===== src/rtl/rat_intr_ctrl_if.sv =====
// MCU port bus between RAT_MCU (master) and the interrupt controller (slave).
// Write side is PORT_ID/OUT_PORT/IO_STRB; the readback pair feeds the wrapper input mux.
interface rat_intr_ctrl_if;
   logic [7:0] PORT_ID;
   logic [7:0] OUT_PORT;
   logic       IO_STRB;
   logic [7:0] RD_DATA;
   logic       RD_HIT;

   modport master (
      output PORT_ID,
      output OUT_PORT,
      output IO_STRB,
      input  RD_DATA,
      input  RD_HIT
   );

   modport slave (
      input  PORT_ID,
      input  OUT_PORT,
      input  IO_STRB,
      output RD_DATA,
      output RD_HIT
   );
endinterface


===== src/rtl/rat_intr_ctrl.sv =====
// Interrupt controller for RAT_MCU: sync/edge-detect IRQs, pending+mask registers, INTV sequencer.
// Optional vector readback at VECTOR_ID is built only when RAT_INTR_VECTOR_ID_EN is defined.
module rat_intr_ctrl #(
   parameter int unsigned NUM_SRC      = 8,
   parameter int unsigned INTV_HOLD    = 2,
   parameter int unsigned REARM_CYCLES = 1024,
   parameter logic [7:0]  MASK_ID      = 8'h80,
   parameter logic [7:0]  STATUS_ID    = 8'h81,
   parameter logic [7:0]  CLEAR_ID     = 8'h82,
   parameter logic [7:0]  VECTOR_ID    = 8'h83
) (
   input  logic               CLK,
   input  logic               RESET_N,
   input  logic [NUM_SRC-1:0] IRQ,
   output logic               INTV,
   rat_intr_ctrl_if.slave     bus
);

   localparam int unsigned HOLD_W     = 4;
   localparam int unsigned REARM_W    = (REARM_CYCLES > 2) ? $clog2(REARM_CYCLES) : 1;
   localparam int unsigned REARM_LAST = (REARM_CYCLES == 0) ? 0 : REARM_CYCLES - 1;
   localparam int unsigned HOLD_LAST  = (INTV_HOLD == 0) ? 0 : INTV_HOLD - 1;

   typedef enum logic [1:0] {
      S_IDLE   = 2'd0,
      S_ASSERT = 2'd1,
      S_WAIT   = 2'd2
   } state_t;

   state_t               state, state_d;
   logic [HOLD_W-1:0]    hold_cnt, hold_cnt_d;
   logic [REARM_W-1:0]   rearm_cnt, rearm_cnt_d;

   logic [NUM_SRC-1:0]   irq_s1, irq_s2, irq_prev;
   logic [NUM_SRC-1:0]   rise;
   logic [NUM_SRC-1:0]   mask, pending;
   logic [NUM_SRC-1:0]   clr_bits;
   logic [NUM_SRC-1:0]   act_vec;
   logic                 active;
   logic                 wr_mask, wr_clear;

   // Two-flop synchronizer plus previous-value flop for rising-edge detection
   always_ff @(posedge CLK or negedge RESET_N) begin
      if (!RESET_N) begin
         irq_s1   <= '0;
         irq_s2   <= '0;
         irq_prev <= '0;
      end else begin
         irq_s1   <= IRQ;
         irq_s2   <= irq_s1;
         irq_prev <= irq_s2;
      end
   end

   assign rise     = irq_s2 & ~irq_prev;
   assign wr_mask  = bus.IO_STRB && (bus.PORT_ID == MASK_ID);
   assign wr_clear = bus.IO_STRB && (bus.PORT_ID == CLEAR_ID);
   assign clr_bits = wr_clear ? bus.OUT_PORT[NUM_SRC-1:0] : '0;
   assign act_vec  = pending & mask;
   assign active   = |act_vec;

   // Mask and pending; a new edge beats a simultaneous W1C of the same bit
   always_ff @(posedge CLK or negedge RESET_N) begin
      if (!RESET_N) begin
         mask    <= '0;
         pending <= '0;
      end else begin
         if (wr_mask) begin
            mask <= bus.OUT_PORT[NUM_SRC-1:0];
         end
         pending <= (pending & ~clr_bits) | rise;
      end
   end

   // Combinational readback
   always_comb begin
      bus.RD_DATA = 8'h00;
      bus.RD_HIT  = 1'b0;
      if (bus.PORT_ID == MASK_ID) begin
         bus.RD_DATA = 8'(mask);
         bus.RD_HIT  = 1'b1;
      end else if (bus.PORT_ID == STATUS_ID) begin
         bus.RD_DATA = 8'(pending);
         bus.RD_HIT  = 1'b1;
      end else if (bus.PORT_ID == VECTOR_ID) begin
`ifdef RAT_INTR_VECTOR_ID_EN
         bus.RD_HIT = 1'b1;
         for (int i = int'(NUM_SRC) - 1; i >= 0; i--) begin
            if (act_vec[i]) begin
               bus.RD_DATA = {1'b1, 4'b0000, 3'(i)};
            end
         end
`else
         // Vector register not built: ID reads as unmapped
         bus.RD_DATA = 8'h00;
         bus.RD_HIT  = 1'b0;
`endif
      end
   end

   // State register, counters and registered INTV
   always_ff @(posedge CLK or negedge RESET_N) begin
      if (!RESET_N) begin
         state     <= S_IDLE;
         hold_cnt  <= '0;
         rearm_cnt <= '0;
         INTV      <= 1'b0;
      end else begin
         state     <= state_d;
         hold_cnt  <= hold_cnt_d;
         rearm_cnt <= rearm_cnt_d;
         INTV      <= (state_d == S_ASSERT);
      end
   end

   // Next-state: ASSERT holds for INTV_HOLD cycles, WAIT re-arms after REARM_CYCLES
   always_comb begin
      state_d     = state;
      hold_cnt_d  = hold_cnt;
      rearm_cnt_d = rearm_cnt;
      case (state)
         S_IDLE: begin
            if (active) begin
               state_d    = S_ASSERT;
               hold_cnt_d = '0;
            end
         end
         S_ASSERT: begin
            if (hold_cnt == HOLD_W'(HOLD_LAST)) begin
               state_d     = S_WAIT;
               rearm_cnt_d = '0;
            end else begin
               hold_cnt_d = hold_cnt + HOLD_W'(1);
            end
         end
         S_WAIT: begin
            if (!active) begin
               state_d = S_IDLE;
            end else if ((REARM_CYCLES != 0) && (rearm_cnt == REARM_W'(REARM_LAST))) begin
               state_d    = S_ASSERT;
               hold_cnt_d = '0;
            end else begin
               rearm_cnt_d = rearm_cnt + REARM_W'(1);
            end
         end
         default: begin
            state_d = S_IDLE;
         end
      endcase
   end

endmodule


===== src/flat_wrapper.sv =====
// flat-port wrapper written by rule: the top's interface ports become plain ports
module rat_intr_ctrl_flat 
#(
   parameter int unsigned NUM_SRC      = 8,
   parameter int unsigned INTV_HOLD    = 2,
   parameter int unsigned REARM_CYCLES = 1024,
   parameter logic [7:0]  MASK_ID      = 8'h80,
   parameter logic [7:0]  STATUS_ID    = 8'h81,
   parameter logic [7:0]  CLEAR_ID     = 8'h82,
   parameter logic [7:0]  VECTOR_ID    = 8'h83
)
  (CLK, RESET_N, IRQ, INTV, bus_PORT_ID, bus_OUT_PORT, bus_IO_STRB, bus_RD_DATA, bus_RD_HIT);
  rat_intr_ctrl_if bus_i ();
  input  logic CLK;
  input  logic RESET_N;
  input  logic [NUM_SRC-1:0] IRQ;
  output logic INTV;
  input wire logic [$bits(bus_i.PORT_ID)-1:0] bus_PORT_ID;
  input wire logic [$bits(bus_i.OUT_PORT)-1:0] bus_OUT_PORT;
  input wire logic [$bits(bus_i.IO_STRB)-1:0] bus_IO_STRB;
  output wire logic [$bits(bus_i.RD_DATA)-1:0] bus_RD_DATA;
  output wire logic [$bits(bus_i.RD_HIT)-1:0] bus_RD_HIT;
  assign bus_i.PORT_ID = bus_PORT_ID;
  assign bus_i.OUT_PORT = bus_OUT_PORT;
  assign bus_i.IO_STRB = bus_IO_STRB;
  assign bus_RD_DATA = bus_i.RD_DATA;
  assign bus_RD_HIT = bus_i.RD_HIT;
  rat_intr_ctrl #(.NUM_SRC(NUM_SRC), .INTV_HOLD(INTV_HOLD), .REARM_CYCLES(REARM_CYCLES), .MASK_ID(MASK_ID), .STATUS_ID(STATUS_ID), .CLEAR_ID(CLEAR_ID), .VECTOR_ID(VECTOR_ID)) u_core (.CLK(CLK), .RESET_N(RESET_N), .IRQ(IRQ), .INTV(INTV), .bus(bus_i));
endmodule

===== config.mk =====
export PLATFORM = sky130hd
export DESIGN_NAME = rat_intr_ctrl_flat
export DESIGN_NICKNAME = d
export VERILOG_FILES = /design/src/rtl/rat_intr_ctrl_if.sv /design/src/rtl/rat_intr_ctrl.sv /design/src/flat_wrapper.sv
export SDC_FILE = /design/constraint.sdc
export NUM_CORES = 1
export LEC_CHECK = 0
export ABC_CLOCK_PERIOD_IN_PS = 7400
export CAP_MARGIN = 20
export CORE_MARGIN = 2
export CORE_UTILIZATION = 45
export DETAILED_ROUTE_END_ITERATION = 10
export PLACE_DENSITY = 0.69
export SLEW_MARGIN = 5
export SYNTH_ARGS = -nofsm -noshare
export SYNTH_HDL_FRONTEND = slang
export SYNTH_SLANG_ARGS = --single-unit

===== constraint.sdc =====
create_clock -name CLK -period 7.4 [get_ports CLK]
set_input_delay 2.22 -clock CLK [delete_from_list [all_inputs] [get_ports CLK]]
set_output_delay 2.22 -clock CLK [all_outputs]
set_load 0.02 [all_outputs]

# Word-level counts from Yosys, hierarchy flattened
# Cells that the tools add are included.
# Widths: inputs -> output; s select.
# totals
ff_bits,57
inputBits,27
output_inout_bits,10
elab_cells,58
# classes
n_addsub,2
n_eq_ne,14
mux,19
n_bitwise,6
reduce_logical,8
# op_table
op,count
$mux 10,3
$and 8x8->8,3
$eq 8x8->1 const B,3
$mux 8,3
$pmux 10 s2,1
$mux 4,4
$not 8->8,2
$pmux 4 s3,1
$add 10x1->10 const B,1
$eq 10x10->1 const B,1
$mux 2,4
$ne 2x1->1 const B,4
$or 8x8->8,1
$reduce_or 8->1,1
$pmux 2 s3,1
$reduce_and 5->1,1
$add 4x1->4 const B,1
$eq 2x1->1 const B,2
$eq 4x1->1 const B,1
$ne 2x2->1 const B,2
$reduce_and 4->1,1
$reduce_bool 3->1,1
$eq 2x2->1 const B,1
$logic_and 1x1->1,2
other kinds (3),4

# Depth between registers and ports, before layout
# logic_depth
ltp_word,6
ltp_mapped,6
ltp_nobuf,6

# Least setup slack after synthesis
# OpenSTA, ideal clock, no wires.
# synth_path
path_kind,input -> output
startpoint,input bus_PORT_ID[5]
endpoint,output bus_RD_DATA[0]
t_arrival_ns,3.618
t_required_ns,5.180
path_slack_ns,1.562
cell_stages,4
path_buffers,1
cell_sequence,or4b_1 -> or4_1 -> buf_6 -> nor2_1
# synth_between
elab_chain_cells,3
word_cells_on_any_way,4
classes_between,2 x eq/ne; 2 x mux
# synth_rtl
element,line,rtl
start: declaration,flat_wrapper.sv:18,input wire logic [$bits(bus_i.PORT_ID)-1:0] bus_PORT_ID;
$eq 8x8->1,rat_intr_ctrl.sv:82,end else if (bus.PORT_ID == STATUS_ID) begin
$mux 8,rat_intr_ctrl.sv:82,
$mux 8 (*),rat_intr_ctrl.sv:79,if (bus.PORT_ID == MASK_ID) begin
end: declaration,flat_wrapper.sv:21,output wire logic [$bits(bus_i.RD_DATA)-1:0] bus_RD_DATA;
# Mark *: on every way between the ends. The rest lies on a longest branch, timed or not.

# Worst setup path after layout
# layout_path
startpoint,input bus_PORT_ID[5]
endpoint,output bus_RD_DATA[5]
# Same word-level chain as after synthesis.

==> qor.csv <==
metric;value;unit
CTS Root Buffer Type;clkbuf_8;
total negative slack;0;ns
sequential cell area fraction in the yosys report;60.90;%
Hold Path Origin;u_core.irq_s1[1];
Relative slew margins;48.53;%
Setup Skew;0.006818;ns
CTS H-Tree Depth;3;
DRT Wirelength;4.488;mm
peak supply drop;0.1642;mV
Post-CTS Hold Fix Bufs;0;
Post-Synthesis Cell Area;2342;um^2
num rows;26;
Slew Viols, Final;0;
crit path capture type;output port;
CTS Buf Count;9;
Final Hold Fails;0;
Syn Area/Cell;12.20;um^2
r2r startpoint;u_core.rearm_cnt[0];
Inst Count DP;298;
P&R area growth vs syn;28.10;%
clock-pin slew on the worst setup and hold paths;0.06;ns
final critical-path share of the clock period;91.64;%
router iterations before antenna repair;4;
EDFF count, synth;0;
Core Area;5075;um^2
Tot GR Track Use;17.84;%
share of cells above drive strength 1;11.98;%
commonest non-fill, non-tap cell in the layout;dfrtp_1;
CP arrival;4.56;ns
largest fanout on the critical path;10;
status;finished clean;
first-pass GRT wire length;8.086;mm
Leak;1.378;nW
synthesized flop and latch total;57;
Vias/cell;5.163;
post-route minimum period;6.781;ns
Post CTS Setup Buffer Count;0;
diode count;0;
Routed WL per cell;14.38;um
die area;5798;um^2
DRT antenna net count;0;
Overflow after GRT;0;
pwr dens;268.1;nW/um^2
fin area;3000;um^2
measured slew at the worst slew-check pin;0.7652;ns
initial antenna violation count;0;
CP startpoint;bus_PORT_ID[5];
Gate Count Post-Synth;192;
Startpoint Class;primary input;
# fillers;429;
vias;1611;
DP HPWL;3.175;mm
count of warnings emitted by yosys;0;
Hold WC Path Type;reg -> reg;
Async SR Flop Fraction;100.0;%
die height;76.15;um
Post-DP Area;2784;um^2
# resized after CTS;0;
crit path kind;in -> out;
vias in the first global route;1707;
initial drt markers;119;
unrepaired setup endpoints after global routing;no;
clock tree buffer depth;2;
Final Non-Filler Cells;312;
Clock Latency Late Sink;0.32;ns
Final Net Count;269;
final core utilization;59.12;%
Initial Util;46.15;%
ys flop type;dfrtp_1;
Max Cap Viol;0;
I/O Buffers;36;
largest net degree at the start of global routing;58;
Mapped Nets;222;
# clock sinks;57;
die width;76.15;um
Critical Path RT;5.18;ns
Power Total;0.0008043;W
library cells used by synthesis;41;
final setup vio count;0;
Routability Congestion;0.7625;
leading cell types in the layout, fill and taps excluded;57 x dfrtp_1, 35 x clkdlybuf4s50_1, 21 x nand2_1, 13 x mux2i_1, 13 x nor2_1;
FMAX;147.5;MHz
DRC;0;
CTS tree;built;
num ports;37;
where the power goes:
group          leakage (nW)  internal, W  switching, W
registers             0.690     0.000341     0.0000253
logic                 0.576    0.0000575     0.0000648
clock network         0.111     0.000204      0.000112
registers in the layout, indices dropped and copies added (netlist names):
| name | cells |
|---|---|
| u_core.INTV | 1 |
| u_core.hold_cnt | 4 |
| u_core.irq_prev | 8 |
| u_core.irq_s1 | 8 |
| u_core.irq_s2 | 8 |
| u_core.mask | 8 |
| u_core.pending | 8 |
| u_core.rearm_cnt | 10 |
| u_core.state | 2 |
per-layer routing:
layer	part of all wire [%]	vias up	global-route usage, %
met4	1.8	0	9.636
met3	3.7	8	4.147
met1	46	777	22.86
met5	0	-	0
li1	-	792	-
met2	48	34	28.30
cell families (layout without fill, tap and decap cells):
| group | after synthesis | in the layout | synth area share, % |
|---|---|---|---|
| AO/OA/AOI/OAI | 29 | 29 | 9.830 |
| flip-flops | 57 | 57 | 60.90 |
| adder cells (fa/ha/maj) | 3 | 3 | 1.603 |
| AND/OR/NAND/NOR | 66 | 66 | 14.90 |
| multiplexers | 21 | 21 | 9.402 |
| XOR/XNOR | 2 | 2 | 0.7480 |
| buffers and inverters | 14 | 64 | 2.617 |
stage by stage:
stage / hold WS (ns) / setup slack [ns]
floorplan: 0.3312 / 1.562
global placement: 0.3316 / 0.6400
detailed placement: 0.3419 / 0.6139
CTS: 0.3563 / 0.6097
global route: 0.3613 / 0.5182
finish: 0.3469 / 0.6188
critical path, stage by stage:
cell and delay, ns:
clkdlybuf4s50_1 0.38, or4b_1 0.53, or4_1 0.63, nor2_1 0.17
clkdlybuf4s50_1 0.62
final timing paths:
path	to	slack, ns	cells after the start
max	bus_RD_DATA[5]	0.62	5
min	u_core.irq_s2[1]	0.35	0
max reg2reg	u_core.hold_cnt[0]	5.20	5
min reg2reg	u_core.irq_s2[1]	0.35	0
max in group asynchronous	u_core.INTV	4.92	2
min in group asynchronous	u_core.irq_s1[3]	2.02	2
cell usage after synthesis (2+ instances only):
| library cell | instances | area [um^2] |
|---|---|---|
| nand3_1 | 6 | 30.03 |
| o21ai_0 | 2 | 10.01 |
| a41oi_1 | 2 | 17.52 |
| a41o_1 | 2 | 20.02 |
| nor2_1 | 13 | 48.80 |
| a22o_1 | 8 | 70.07 |
| a21o_1 | 2 | 15.01 |
| nand4_1 | 5 | 31.28 |
| xor2_1 | 2 | 17.52 |
| or3_1 | 2 | 12.51 |
| inv_1 | 12 | 45.04 |
| mux2_2 | 8 | 90.09 |
| a22oi_1 | 4 | 30.03 |
| nor3_1 | 2 | 10.01 |
| nand2b_1 | 2 | 12.51 |
| mux2i_1 | 13 | 130.1 |
| nand2_1 | 21 | 78.83 |
| nor4_1 | 3 | 18.77 |
| a21oi_1 | 2 | 10.01 |
| dfrtp_1 | 57 | 1426 |
| ha_1 | 3 | 37.54 |
| and3_1 | 2 | 12.51 |
cell type report:
class / instances / area, um^2 / area share (%)
flip-flops and latches: 57 / 1426 / 47.54
multi-input cells: 121 / 854.6 / 28.48
repair buffers: 38 / 370.4 / 12.34
clock buffers: 11 / 151.4 / 5.046
well taps: 70 / 87.58 / 2.919
clock inverters: 3 / 65.06 / 2.168
inverters: 12 / 45.04 / 1.501
Power figures use the tool's default switching activity.
